==> config.mk <==
export PLATFORM = sky130hd
export DESIGN_NAME = instr_fetch_flat
export DESIGN_NICKNAME = d
export VERILOG_FILES = /design/src/rtl/ifetch_pkg.sv /design/src/rtl/instr_fetch_if.sv /design/src/rtl/ifetch_fifo.sv /design/src/rtl/instr_fetch.sv /design/src/flat_wrapper.sv
export SDC_FILE = /design/constraint.sdc
export NUM_CORES = 1
export LEC_CHECK = 0
export CORE_ASPECT_RATIO = 1.25
export CORE_MARGIN = 8
export CORE_UTILIZATION = 30
export CTS_CLUSTER_SIZE = 14
export DETAILED_ROUTE_END_ITERATION = 7
export PLACE_DENSITY = 0.61
export REMOVE_ABC_BUFFERS = 1
export SLEW_MARGIN = 20
export SYNTH_ARGS = -nofsm -noshare
export SYNTH_HDL_FRONTEND = slang
export SYNTH_HIERARCHICAL = 1
export SYNTH_SLANG_ARGS = --single-unit
==> constraint.sdc <==
create_clock -name clk -period 10.1 [get_ports clk]
set_clock_uncertainty 0.1 [all_clocks]
set_input_delay 1.515 -clock clk [delete_from_list [all_inputs] [get_ports clk]]
set_output_delay 1.515 -clock clk [all_outputs]
set_load 0.02 [all_outputs]
==> src/rtl/ifetch_pkg.sv <==
// Shared types and constants for the instruction fetch unit.
package ifetch_pkg;

  localparam int unsigned INSTR_W  = 16;
  // FIFO entries carry a PC wide enough for any supported ADDR_WIDTH (<= 32).
  localparam int unsigned PC_W_MAX = 32;

  localparam logic [PC_W_MAX-1:0] DEFAULT_RESET_PC = '0;

  typedef struct packed {
    logic [PC_W_MAX-1:0] pc;
    logic [INSTR_W-1:0]  instr;
  } fetch_entry_t;

endpackage

==> src/rtl/instr_fetch_if.sv <==
// Instruction memory read port plus decode-side handshake, redirect and halt.
interface instr_fetch_if #(
  parameter int unsigned ADDR_WIDTH = 16
);
  import ifetch_pkg::*;

  logic [ADDR_WIDTH-1:0] imem_addr;
  logic                  imem_en;
  logic                  imem_wr;
  logic [INSTR_W-1:0]    imem_data_in;
  logic [INSTR_W-1:0]    imem_data_out;
  logic [INSTR_W-1:0]    instr_out;
  logic [ADDR_WIDTH-1:0] pc_out;
  logic                  instr_valid;
  logic                  instr_ready;
  logic                  redirect;
  logic [ADDR_WIDTH-1:0] redirect_pc;
  logic                  halt;
  logic                  halted;

  modport master (
    output imem_addr, imem_en, imem_wr, imem_data_in, instr_out, pc_out, instr_valid, halted,
    input  imem_data_out, instr_ready, redirect, redirect_pc, halt
  );

  modport slave (
    input  imem_addr, imem_en, imem_wr, imem_data_in, instr_out, pc_out, instr_valid, halted,
    output imem_data_out, instr_ready, redirect, redirect_pc, halt
  );

endinterface

==> src/rtl/ifetch_fifo.sv <==
// Prefetch FIFO of {pc, instr} entries; push and pop together are legal even when full.
module ifetch_fifo
  import ifetch_pkg::*;
#(
  parameter int unsigned DEPTH = 2
) (
  input  logic                   clk,
  input  logic                   rst,
  input  logic                   flush,
  input  logic                   push,
  input  fetch_entry_t           push_data,
  input  logic                   pop,
  output logic [$clog2(DEPTH):0] count,
  output fetch_entry_t           head
);

  localparam int unsigned PTR_W = $clog2(DEPTH);
  localparam int unsigned CNT_W = PTR_W + 1;

  fetch_entry_t     mem_q [DEPTH];
  logic [PTR_W-1:0] rd_ptr_q, wr_ptr_q;
  logic [CNT_W-1:0] count_q;

  always_ff @(posedge clk) begin
    if (rst || flush) begin
      rd_ptr_q <= '0;
      wr_ptr_q <= '0;
      count_q  <= '0;
    end else begin
      if (push) wr_ptr_q <= wr_ptr_q + PTR_W'(1);
      if (pop)  rd_ptr_q <= rd_ptr_q + PTR_W'(1);
      unique case ({push, pop})
        2'b10:   count_q <= count_q + CNT_W'(1);
        2'b01:   count_q <= count_q - CNT_W'(1);
        default: count_q <= count_q;
      endcase
    end
  end

  // When full, wr_ptr equals rd_ptr: the write lands in the slot being popped this cycle.
  always_ff @(posedge clk) begin
    if (push) mem_q[wr_ptr_q] <= push_data;
  end

  assign count = count_q;
  assign head  = (count_q != '0) ? mem_q[rd_ptr_q] : '0;

endmodule

==> src/rtl/instr_fetch.sv <==
// Instruction fetch: PC generation, halt/redirect control and prefetch buffering.
// Define IFETCH_BYPASS_EN to forward memory data straight to decode when the FIFO is empty.
module instr_fetch
  import ifetch_pkg::*;
#(
  parameter int unsigned          ADDR_WIDTH = 16,
  parameter int unsigned          DEPTH      = 2,
  parameter logic [ADDR_WIDTH-1:0] RESET_PC  = ADDR_WIDTH'(DEFAULT_RESET_PC)
) (
  input  logic            clk,
  input  logic            rst,
  instr_fetch_if.master   bus
);

  localparam int unsigned      CNT_W    = $clog2(DEPTH) + 1;
  localparam logic [CNT_W-1:0] FULL_CNT = CNT_W'(DEPTH);

  logic [ADDR_WIDTH-1:0] fetch_pc_q, fetch_pc_d;
  logic                  halted_q, halted_d;
  logic [CNT_W-1:0]      count;
  fetch_entry_t          head, mem_entry, out_entry;
  logic                  issue, bypass, fifo_push, fifo_pop;
  logic                  unused_bits;

  // A full FIFO is always valid, so instr_ready alone tells whether a slot frees up.
  assign issue = ~rst & ~bus.redirect & ~bus.halt & ~halted_q
               & ((count != FULL_CNT) | bus.instr_ready);

  assign mem_entry = '{pc: PC_W_MAX'(fetch_pc_q), instr: bus.imem_data_out};

`ifdef IFETCH_BYPASS_EN
  assign bypass = issue & (count == '0);
`else
  assign bypass = 1'b0;
`endif

  assign out_entry = bypass ? mem_entry : head;
  assign fifo_push = issue & ~(bypass & bus.instr_ready);
  assign fifo_pop  = bus.instr_ready & (count != '0);

  ifetch_fifo #(
    .DEPTH (DEPTH)
  ) u_fifo (
    .clk       (clk),
    .rst       (rst),
    .flush     (bus.redirect),
    .push      (fifo_push),
    .push_data (mem_entry),
    .pop       (fifo_pop),
    .count     (count),
    .head      (head)
  );

  always_comb begin
    fetch_pc_d = fetch_pc_q;
    halted_d   = halted_q;
    if (bus.redirect) begin
      fetch_pc_d = {bus.redirect_pc[ADDR_WIDTH-1:1], 1'b0};
      halted_d   = 1'b0;
    end else begin
      if (issue)    fetch_pc_d = fetch_pc_q + ADDR_WIDTH'(2);
      if (bus.halt) halted_d   = 1'b1;
    end
  end

  always_ff @(posedge clk) begin
    if (rst) begin
      fetch_pc_q <= RESET_PC;
      halted_q   <= 1'b0;
    end else begin
      fetch_pc_q <= fetch_pc_d;
      halted_q   <= halted_d;
    end
  end

  assign bus.imem_addr    = fetch_pc_q;
  assign bus.imem_en      = issue;
  assign bus.imem_wr      = 1'b0;
  assign bus.imem_data_in = '0;
  assign bus.instr_out    = out_entry.instr;
  assign bus.pc_out       = out_entry.pc[ADDR_WIDTH-1:0];
  assign bus.instr_valid  = (count != '0) | bypass;
  assign bus.halted       = halted_q;

  assign unused_bits = ^{out_entry.pc, bus.redirect_pc[0]};

endmodule

==> src/flat_wrapper.sv <==
// flat-port wrapper written by rule: the top's interface ports become plain ports
module instr_fetch_flat import ifetch_pkg::*;
#(
  parameter int unsigned          ADDR_WIDTH = 16,
  parameter int unsigned          DEPTH      = 2,
  parameter logic [ADDR_WIDTH-1:0] RESET_PC  = ADDR_WIDTH'(DEFAULT_RESET_PC)
)
  (clk, rst, bus_imem_addr, bus_imem_en, bus_imem_wr, bus_imem_data_in, bus_instr_out, bus_pc_out, bus_instr_valid, bus_halted, bus_imem_data_out, bus_instr_ready, bus_redirect, bus_redirect_pc, bus_halt);
  instr_fetch_if #(.ADDR_WIDTH(ADDR_WIDTH)) bus_i ();
  input  logic clk;
  input  logic rst;
  output wire logic [$bits(bus_i.imem_addr)-1:0] bus_imem_addr;
  output wire logic [$bits(bus_i.imem_en)-1:0] bus_imem_en;
  output wire logic [$bits(bus_i.imem_wr)-1:0] bus_imem_wr;
  output wire logic [$bits(bus_i.imem_data_in)-1:0] bus_imem_data_in;
  output wire logic [$bits(bus_i.instr_out)-1:0] bus_instr_out;
  output wire logic [$bits(bus_i.pc_out)-1:0] bus_pc_out;
  output wire logic [$bits(bus_i.instr_valid)-1:0] bus_instr_valid;
  output wire logic [$bits(bus_i.halted)-1:0] bus_halted;
  input wire logic [$bits(bus_i.imem_data_out)-1:0] bus_imem_data_out;
  input wire logic [$bits(bus_i.instr_ready)-1:0] bus_instr_ready;
  input wire logic [$bits(bus_i.redirect)-1:0] bus_redirect;
  input wire logic [$bits(bus_i.redirect_pc)-1:0] bus_redirect_pc;
  input wire logic [$bits(bus_i.halt)-1:0] bus_halt;
  assign bus_imem_addr = bus_i.imem_addr;
  assign bus_imem_en = bus_i.imem_en;
  assign bus_imem_wr = bus_i.imem_wr;
  assign bus_imem_data_in = bus_i.imem_data_in;
  assign bus_instr_out = bus_i.instr_out;
  assign bus_pc_out = bus_i.pc_out;
  assign bus_instr_valid = bus_i.instr_valid;
  assign bus_halted = bus_i.halted;
  assign bus_i.imem_data_out = bus_imem_data_out;
  assign bus_i.instr_ready = bus_instr_ready;
  assign bus_i.redirect = bus_redirect;
  assign bus_i.redirect_pc = bus_redirect_pc;
  assign bus_i.halt = bus_halt;
  instr_fetch #(.ADDR_WIDTH(ADDR_WIDTH), .DEPTH(DEPTH), .RESET_PC(RESET_PC)) u_core (.clk(clk), .rst(rst), .bus(bus_i));
endmodule
# After elaboration in Yosys (flattened, before gate mapping)
# Memories as Yosys holds them, arrays and structs flattened. A register that Yosys moved wholly into a read port is not among the register bits.
# Index checks and enable logic that the tools add are counted.
[word_totals]
regBits = 21
ramBits = 64
inputBits = 37
out_inout_bits = 68
word_cells = 38
memories = 1
[op_classes]
n_addsub = 5
n_eq_ne = 3
mux = 8
bitwise_logic = 10
reduce_logical = 5
[memory_table]
columns = ["memory", "depth", "width", "read_ports", "rd_clocked_by_memory_dff", "write_ports", "line_no", "text"]
rows = [
  ["u_core.u_fifo.mem_q", 2, 32, 1, 1, 1, "ifetch_fifo.sv:20", "fetch_entry_t mem_q [DEPTH];"],
]
[ops]
columns = ["op", "n"]
rows = [
  ["$mux W16", 2],
  ["$mux W32", 1],
  ["$add A16 B2 Y16 const B", 1],
  ["$reduce_bool A2 Y1", 3],
  ["$and A1 B1 Y1", 5],
  ["$mux W1", 4],
  ["$not A1 Y1", 4],
  ["$pmux W2 S2", 1],
  ["$add A1 B1 Y1 const B", 2],
  ["$add A2 B1 Y2 const B", 1],
  ["$eq A2 B1 Y1 const B", 1],
  ["$eq A2 B2 Y1 const B", 1],
  ["$ne A2 B2 Y1 const B", 1],
  ["$reduce_or A2 Y1", 1],
  ["$sub A2 B1 Y2 const B", 1],
  ["$logic_or A1 B1 Y1", 1],
  ["$or A1 B1 Y1", 1],
]

# Longest topological paths before layout
# Gate-level depths: netlist (run 1).
[depth]
ltp_word = 7
depth_mapped = 8
depth_no_buf = 7

# Hierarchy
# The synthesis (run 1) kept the hierarchy.
[by_module_without_submodules]
columns = ["module", "n_inst", "cells_per_inst", "area_each_um2", "seq_area_each_um2"]
rows = [
  ["ifetch_fifo", 1, 224, 3806.2, 2982.9],
  ["instr_fetch", 1, 137, 1144.8, 320.3],
]

# Least setup slack after synthesis (run 1)
# No wires, ideal clock.
[synth_timing]
path_type = "input to register"
start = "in bus_redirect"
end = "mem u_core/u_fifo/mem_q[0][0] in the netlist's numbering, enable pin"
setup_time_ns = 0.454
t_arrival_ns = 4.801
required_ns = 9.546
setup_slack_ns = 4.745
stages = 5
path_buffers = 1
path_cell_list = "clkbuf_1 or4_1 nor2_1 inv_1 nor2_1"
[synth_between]
elab_chain_cells = 7
[synth_lines]
columns = ["element", "line_no", "text"]
rows = [
  ["from (decl)", "flat_wrapper.sv:22", "input wire logic [$bits(bus_i.redirect)-1:0] bus_redirect;"],
  ["$not A1 Y1", "instr_fetch.sv:26", "assign issue = ~rst & ~bus.redirect & ~bus.halt & ~halted_q"],
  ["$and A1 B1 Y1 (3 in series)", "instr_fetch.sv:26", ""],
  ["$and A1 B1 Y1", "instr_fetch.sv:27", "& ((count != FULL_CNT) | bus.instr_ready);"],
  ["net bus_imem_en", "flat_wrapper.sv:13", "output wire logic [$bits(bus_i.imem_en)-1:0] bus_imem_en;"],
  ["$mux W1", "ifetch_fifo.sv:42", "if (push) mem_q[wr_ptr_q] <= push_data;"],
  ["$mux W1 (not written as such)", "ifetch_fifo.sv:42", ""],
  ["to (decl)", "ifetch_fifo.sv:20", ""],
]
# The timed path passes the listed nets, and every way through them passes these cells.

# Worst setup path in the final report (run 1)
[layout_timing]
start = "in rst"
end = "out bus_imem_en"
[layout_between]
elab_chain_cells = 5
[layout_lines]
columns = ["element", "line_no", "text"]
rows = [
  ["from (decl)", "flat_wrapper.sv:11", "input logic rst;"],
  ["$not A1 Y1", "instr_fetch.sv:26", ""],
  ["$and A1 B1 Y1 (3 in series)", "instr_fetch.sv:26", ""],
  ["$and A1 B1 Y1", "instr_fetch.sv:27", ""],
  ["to (decl)", "flat_wrapper.sv:13", ""],
]
# Every way passes these cells.

==> results.toml, run 1 <==
[status]
outcome = "completed"

[setup_path]
worstSetupEndpointType = "output pin"
crit_family = "buffers and inverters"
crit_top_cell = "clkdlybuf4s50_1"
critPathArrivalTime_ns = 4.05
crit_chain = "clkdlybuf4s50_1 > or4_1 > nor2_1 > clkdlybuf4s50_1"
crit_fanout = 24
crit_buf_inv = 2
cp-start-kind = "input pin"
critical_path.max_stage_delay_ns = 0.87
crit_type = "input pin to output pin"
critical_path_required_ns = 8.49
slowest_stage = "clkdlybuf4s50_1"

[power_and_ir_drop]
swShare = 0.211
power.internal_w = 0.000660
p_leak_nw = 1.61
seq_power_share = 0.473
power_frac_comb = 0.084
peakVddDrop_mv = 0.0681
p_per_area_nw_per_um2 = 167
pwr-share-clk = 0.443
switchingPower_w = 0.000177

[detailed_routing]
drt_iter0_markers = 80
drtAntennaViolNets = 0
drc = 0
wl_per_cell_um = 15.7
wl_um = 8600
vias = 2458
dr.pass1.iters = 4
via_per_inst = 4.50

[sta]
slew_headroom = 0.310
tns_ns = 0
fin_crit_ns = 5.67
rsz0062_at_grt = "false"
fmax_ghz = 0.176
tightest_slew_ns = 1.04
setup_viol = 0
period_share = 0.561
finalHoldViolCount = 0
slew_violations = 0

[clocking]
htree_levels = 3
cts_buffers = 9
cts_tree = "done"
max-clock-path-buffers = 2
worstSkewPairLatency_ns = 0.33
cts_num_sinks = 85
cts_hold_buf = 0
post_cts_buffers = 0
cts_resized = 0
path_clk_slew_ns = 0.06
cts-root-buf = "clkbuf_16"

[die]
io_pins = 105
fp.dieH_um = 141
fp.dieW_um = 116
placementRows = 45
start_util = 0.309
die_area_um2 = 16400
coreArea_um2 = 12200

[finish]
n_antenna_cell = 0
nFillCells = 1201
layout-drive-gt1-share = 0.0707
utilization = 0.413
fin_nets = 416
area_growth_syn_to_layout_pct = 33.7

[place]
globalplace.congestion = 0.852
io_buffers = 85
dp_hpwl_um = 5900

[global_routing]
grt_pass1_vias = 2570
antenna_found_initial = 0
grt_overflow = 0
grt_max_degree = 33
grtUsageTotal = 0.108
grt_pass1_wl_um = 13600

[job]
cap_violations = 0

[synthesis]
synth.avg_cell_area_um2 = 12.7
ys_warn_count = 6
synth_area_um2 = 3760
synthCells = 295

[worst_hold_path]
min_path_type = "flip-flop to flip-flop"
==> power groups by stage <==
stage               Clock [W]  Sequential, W  Combinational, W
finish               0.000371       0.000396         0.0000705
global route         0.000394       0.000397         0.0000761
global placement            0       0.000403         0.0000698
floorplan                   0       0.000406         0.0000291
CTS                  0.000380       0.000396         0.0000713
detailed placement          0       0.000404         0.0000708
==> layout make-up <==
type                    count  area (um2)  area share
flip-flops and latches     85        2340       0.466
multi-input cells         187        1240       0.248
repair buffers             87         866       0.172
clock buffers              10         229      0.0456
well taps                 164         205      0.0408
clock inverters             6         111      0.0222
inverters                   7        26.3     0.00523
==> metal layers <==
| metal | vias up | routed length [um] | global-route usage |
|---|---|---|---|
| met5 | - | 0 | 0 |
| met3 | 15 | 542 | 0.0321 |
| met2 | 72 | 4340 | 0.185 |
| met4 | 0 | 205 | 0.0554 |
| li1 | 1212 | - | - |
| met1 | 1159 | 3500 | 0.118 |
==> worst min-delay path, cell delays in order, from the launching register on <==
cell and delay, ns:
dfxtp_1 0.33, xnor2_1 0.14, nor3_1 0.05
==> worst paths after layout <==
path | startpoint | to | slack, ns | cells after the start
min reg2reg | u_core/u_fifo/rd_ptr_q | flip-flop | 0.45 | 2
max reg2reg | u_core/bus.halted | u_core/u_fifo/mem_q[0][8] | 7.47 | 4
min | u_core/u_fifo/rd_ptr_q | flip-flop | 0.45 | 2
max | rst | bus_imem_en | 4.43 | 4
==> cells in the final DEF, fill, tap and decap left out, types with 3 or more instances in the layout <==
master / count
a211oi_1: 9
bufinv_16: 3
clkbuf_16: 9
clkdlybuf4s50_1: 85
conb_1: 20
dfxtp_1: 20
edfxtp_1: 64
inv_1: 7
mux2i_1: 35
nand2_1: 4
nand3_1: 4
nand4_1: 6
nor2_1: 45
nor3_1: 8
nor4_1: 3
or3_1: 3
xnor2_1: 9
==> stage by stage <==
stage | cell area (um2) | setup slack, ns | hold WS [ns] | power (W) | std cells
floorplan | 3600 | 5.58 | 0.375 | 0.000435 | 279
global placement | 4680 | 4.43 | 0.422 | 0.000473 | 530
detailed placement | 4680 | 4.43 | 0.433 | 0.000474 | 530
CTS | 5020 | 4.42 | 0.450 | 0.000848 | 546
global route | 5020 | 4.29 | 0.454 | 0.000868 | 546
finish | 5020 | 4.43 | 0.447 | 0.000837 | 546
==> sequential cells by signal (all words and copies together), names as in the netlist, named ones only <==
name,cells
u_core/u_fifo/mem_q,64
u_core/bus.imem_addr,15
u_core/u_fifo/count,2
u_core/bus.halted,1
u_core/u_fifo/rd_ptr_q,1
u_core/u_fifo/wr_ptr_q,1
(Power assumes the default switching activity.)
==> run 2, diff against run 1 <==
--- a/config.mk
+++ b/config.mk
@@ -10,7 +10,7 @@
 export CORE_UTILIZATION = 30
 export CTS_CLUSTER_SIZE = 14
 export DETAILED_ROUTE_END_ITERATION = 7
-export PLACE_DENSITY = 0.61
+export PLACE_DENSITY = 0.63
 export REMOVE_ABC_BUFFERS = 1
 export SLEW_MARGIN = 20
 export SYNTH_ARGS = -nofsm -noshare
==> constraint.sdc (replaced) <==
create_clock -name clk -period 5.2 [get_ports clk]
set_clock_uncertainty 0.1 [all_clocks]
set_input_delay 0.78 -clock clk [delete_from_list [all_inputs] [get_ports clk]]
set_output_delay 0.78 -clock clk [all_outputs]
set_load 0.02 [all_outputs]
==> results.toml, run 2 (same netlist as run 1, synthesis figures left out) <==
[global_routing]
grtUsageTotal = 0.106
grt_pass1_vias = 2609
grt_pass1_wl_um = 13400
grt_overflow = 0
antenna_found_initial = 0
grt_max_degree = 33

[clocking]
worstSkewPairLatency_ns = 0.33
cts_resized = 0
path_clk_slew_ns = 0.06
cts_buffers = 9
htree_levels = 3
cts_num_sinks = 85
max-clock-path-buffers = 2
cts_tree = "done"
cts_hold_buf = 0
post_cts_buffers = 0
cts-root-buf = "clkbuf_16"

[setup_path]
crit_type = "input pin to output pin"
cp-start-kind = "input pin"
critPathArrivalTime_ns = 3.10
timing.rr.start = "u_core/bus.halted"
critical_path_required_ns = 4.32
reg2reg_depth = 6
worstSetupEndpointType = "output pin"
cp-startpoint = "bus_redirect"
crit_fanout = 15

[worst_hold_path]
hold_depth = 0
min_path_type = "flip-flop to flip-flop"
min_from = "u_core/bus.imem_addr[15]"

[finish]
layout-drive-gt1-share = 0.0729
area_growth_syn_to_layout_pct = 32.6
largest_reg_flops = 64
n_antenna_cell = 0
final_common_cell = "clkdlybuf4s50_1"
multi_input_area_um2 = 1240
top_register = "u_core/u_fifo/mem_q"
final_cell_mix = "clkdlybuf4s50_1, edfxtp_1, nor2_1, mux2i_1"
seqCellArea_um2 = 2340
nFillCells = 1220
fin_nets = 418
utilization = 0.410

[power_and_ir_drop]
p_leak_nw = 1.60
peakVddDrop_mv = 0.123
p_per_area_nw_per_um2 = 305
power_w = 0.00152

[detailed_routing]
route.top_layer_used = "met4"
wl_um = 8490
drtAntennaViolNets = 0
wl_met3_um = 458
met2_length_um = 4430
dr.pass1.iters = 4
drt_iter0_markers = 88
m1WireLength_um = 3500
drc = 0
vias = 2483
wl_per_cell_um = 15.5
via_per_inst = 4.53

[status]
outcome = "completed"

[sta]
tightest_slew_ns = 1.03
tns_ns = 0
rsz0062_at_grt = "false"
whs_ns = 0.441
fmax_ghz = 0.251
fin_crit_ns = 3.98
finalHoldViolCount = 0
period_share = 0.765
setup_viol = 0
slew_headroom = 0.310
slew_violations = 0

[die]
placementRows = 45
fp.dieW_um = 116
start_util = 0.309
fp.dieH_um = 141
die_area_um2 = 16400
io_pins = 105
coreArea_um2 = 12200

[place]
globalplace.congestion = 0.766
dp_hpwl_um = 5870
io_buffers = 85

[job]
cap_violations = 0
==> run 2: changes by cell type in the layout (fill, tap and decap cells not counted) <==
cell	before	now
buf_4	2	4
clkinv_4	2	0
clkinv_1	1	0
clkbuf_1	1	3
inv_4	0	2
clkinv_2	0	1
bufinv_16	3	1
==> run 2: metrics by stage <==
step	cells	area, um2	setup WS, ns
3_5_place_dp	532	4700	1.21
5_1_grt	548	4980	1.07
6_report	548	4980	1.22
4_1_cts	548	4980	1.20
2_1_floorplan	279	3600	1.41
3_3_place_gp	532	4700	1.23
==> run 2: final cells by class <==
cell class / count / share of cell area
Clock inverter: 4 / 0.00954
Tap cell: 164 / 0.0412
Sequential cell: 85 / 0.470
Clock buffer: 12 / 0.0475
Timing Repair Buffer: 89 / 0.177
Inverter: 7 / 0.00527
Multi-Input combinational cell: 187 / 0.250
==> run 2: path summary, 6_finish.rpt <==
path | slack [ns] | endpoint
max reg2reg | 2.70 | u_core/u_fifo/count[1]
min | 0.44 | u_core/u_fifo/mem_q[1][31]
min reg2reg | 0.44 | u_core/u_fifo/mem_q[1][31]
max | 1.22 | bus_imem_en
==> run 2: where the power goes <==
part / total, W / leakage (nW) / switching (W) / internal, W
Sequential: 0.000769 / 0.757 / 0.0000202 / 0.000749
Combinational: 0.000137 / 0.702 / 0.0000719 / 0.0000652
Clock: 0.000613 / 0.141 / 0.000241 / 0.000372
Total: 0.00152 / 1.60 / 0.000333 / 0.00119
==> run 2: worst max-delay path: stages <==
cell and delay [ns]:
clkdlybuf4s50_1 0.67, or4_1 0.62, nor2_1 0.34, clkdlybuf4s50_1 0.69
==> run 2: metal layers <==
layer | vias to the layer above | track usage
met5 | - | 0
met4 | 0 | 0.0438
met3 | 8 | 0.0321
met2 | 62 | 0.187
met1 | 1197 | 0.115
li1 | 1216 | -
==> run 3, diff against run 2 <==
--- a/config.mk
+++ b/config.mk
@@ -10,7 +10,7 @@
 export CORE_UTILIZATION = 30
 export CTS_CLUSTER_SIZE = 14
 export DETAILED_ROUTE_END_ITERATION = 7
-export PLACE_DENSITY = 0.63
+export PLACE_DENSITY = 0.61
 export REMOVE_ABC_BUFFERS = 1
 export SLEW_MARGIN = 20
 export SYNTH_ARGS = -nofsm -noshare
==> constraint.sdc (replaced) <==
create_clock -name clk -period 3.9 [get_ports clk]
set_clock_uncertainty 0.1 [all_clocks]
set_input_delay 0.585 -clock clk [delete_from_list [all_inputs] [get_ports clk]]
set_output_delay 0.585 -clock clk [all_outputs]
set_load 0.02 [all_outputs]
==> results.toml, run 3 (same netlist as run 1, synthesis figures left out) <==
[status]
outcome = "completed"

[finish]
final_cell_mix = "clkdlybuf4s50_1, edfxtp_1, nor2_1, mux2i_1"
utilization = 0.411
fin_nets = 421
final_common_cell = "clkdlybuf4s50_1"
layout-drive-gt1-share = 0.0853
top_register = "u_core/u_fifo/mem_q"
n_antenna_cell = 0
largest_reg_flops = 64
fin_area_um2 = 5000
nFillCells = 1195
area_growth_syn_to_layout_pct = 33.0

[worst_hold_path]
min_path_type = "flip-flop to flip-flop"
hold_depth = 2
holdPathEnd = "u_core/u_fifo/count[1]"
min_from = "u_core/u_fifo/count[1]"

[place]
dp_hpwl_um = 5950
place_ws_ns = 0.617
io_buffers = 85
globalplace.congestion = 0.767
placed_area_um2 = 4720

[clocking]
cts_tree = "done"
path_clk_slew_ns = 0.06
htree_levels = 3
cts-root-buf = "clkbuf_16"
cts_resized = 0
cts_num_sinks = 85
cts_hold_buf = 0
max-clock-path-buffers = 2
post_cts_buffers = 0
cts_buffers = 9
worstSkewPairLatency_ns = 0.33

[sta]
rsz0062_at_grt = "false"
tightest_slew_ns = 0.721
fmax_ghz = 0.305
tns_ns = 0
slew_violations = 0
setup_viol = 0
fin_crit_ns = 3.28
setup_ws_ns = 0.624
slew_headroom = 0.519
finalHoldViolCount = 0
whs_ns = 0.439
period_share = 0.840

[global_routing]
grt_max_degree = 33
grt_pass1_vias = 2588
grt_overflow = 0
grtUsageTotal = 0.108
antenna_found_initial = 0
grt_pass1_wl_um = 13600

[power_and_ir_drop]
p_per_area_nw_per_um2 = 397
p_leak_nw = 1.61
peakVddDrop_mv = 0.228

[detailed_routing]
dr.pass1.iters = 4
vias = 2488
wl_um = 8440
drc = 0
drt_iter0_markers = 126
drtAntennaViolNets = 0
via_per_inst = 4.52
wl_per_cell_um = 15.3

[setup_path]
critPathArrivalTime_ns = 2.59
r2r_end = "u_core/u_fifo/count[1]"
cp-startpoint = "bus_halt"
timing.rr.start = "u_core/bus.halted"
reg2reg_depth = 6
r2r_slack_ns = 1.38
cp-start-kind = "input pin"
crit_fanout = 5
critical_path_required_ns = 3.21
crit_type = "input pin to output pin"
worstSetupEndpointType = "output pin"

[die]
die_area_um2 = 16400
start_util = 0.309
fp.dieW_um = 116
coreArea_um2 = 12200
fp.dieH_um = 141
io_pins = 105
placementRows = 45

[job]
cap_violations = 0
[run 3: how the worst max path moves through the flow]
stage	end	slack, ns	depth (start not counted)
after CTS	bus_imem_en	0.60	4
after detailed placement	bus_imem_en	0.62	4
after floorplan	u_core/u_fifo/mem_q[0][0]	0.31	4
final	bus_imem_en	0.62	4
after global routing	bus_imem_en	0.56	4
after global placement	bus_imem_en	0.64	4
[run 3: area by class of cell]
class | count | area [um2] | share of cell area
Sequential cell | 85 | 2340 | 0.469
Timing Repair Buffer | 92 | 903 | 0.181
Clock buffer | 9 | 225 | 0.0451
Clock inverter | 7 | 48.8 | 0.00977
Tap cell | 164 | 205 | 0.0411
Multi-Input combinational cell | 187 | 1240 | 0.249
Inverter | 7 | 26.3 | 0.00526
[run 3: worst max-delay path, stage by stage]
cell,delay (ns)
clkdlybuf4s50_1,0.42
or4_1,0.56
nor2_1,0.34
clkdlybuf4s50_1,0.69
[run 3: per-stage QoR]
stage	power (W)	cells
after floorplan	0.00113	279
after global routing	0.00208	551
after global placement	0.00123	535
final	0.00199	551
after CTS	0.00202	551
after detailed placement	0.00123	535
[run 3: report_power, final]
part	total (W)	internal, W	switching, W	leakage [nW]
Clock	0.000776	0.000432	0.000343	0.134
Combinational	0.000186	0.0000878	0.0000977	0.718
Sequential	0.00102	0.000998	0.0000260	0.757
Total	0.00199	0.00152	0.000467	1.61
[run 3: routing by layer]
layer / routed length, um / GRT usage / share of wire
met5: 0 / 0 / 0
met4: 174 / 0.0520 / 0.021
met2: 4320 / 0.181 / 0.51
met1: 3380 / 0.120 / 0.40
met3: 570 / 0.0338 / 0.068
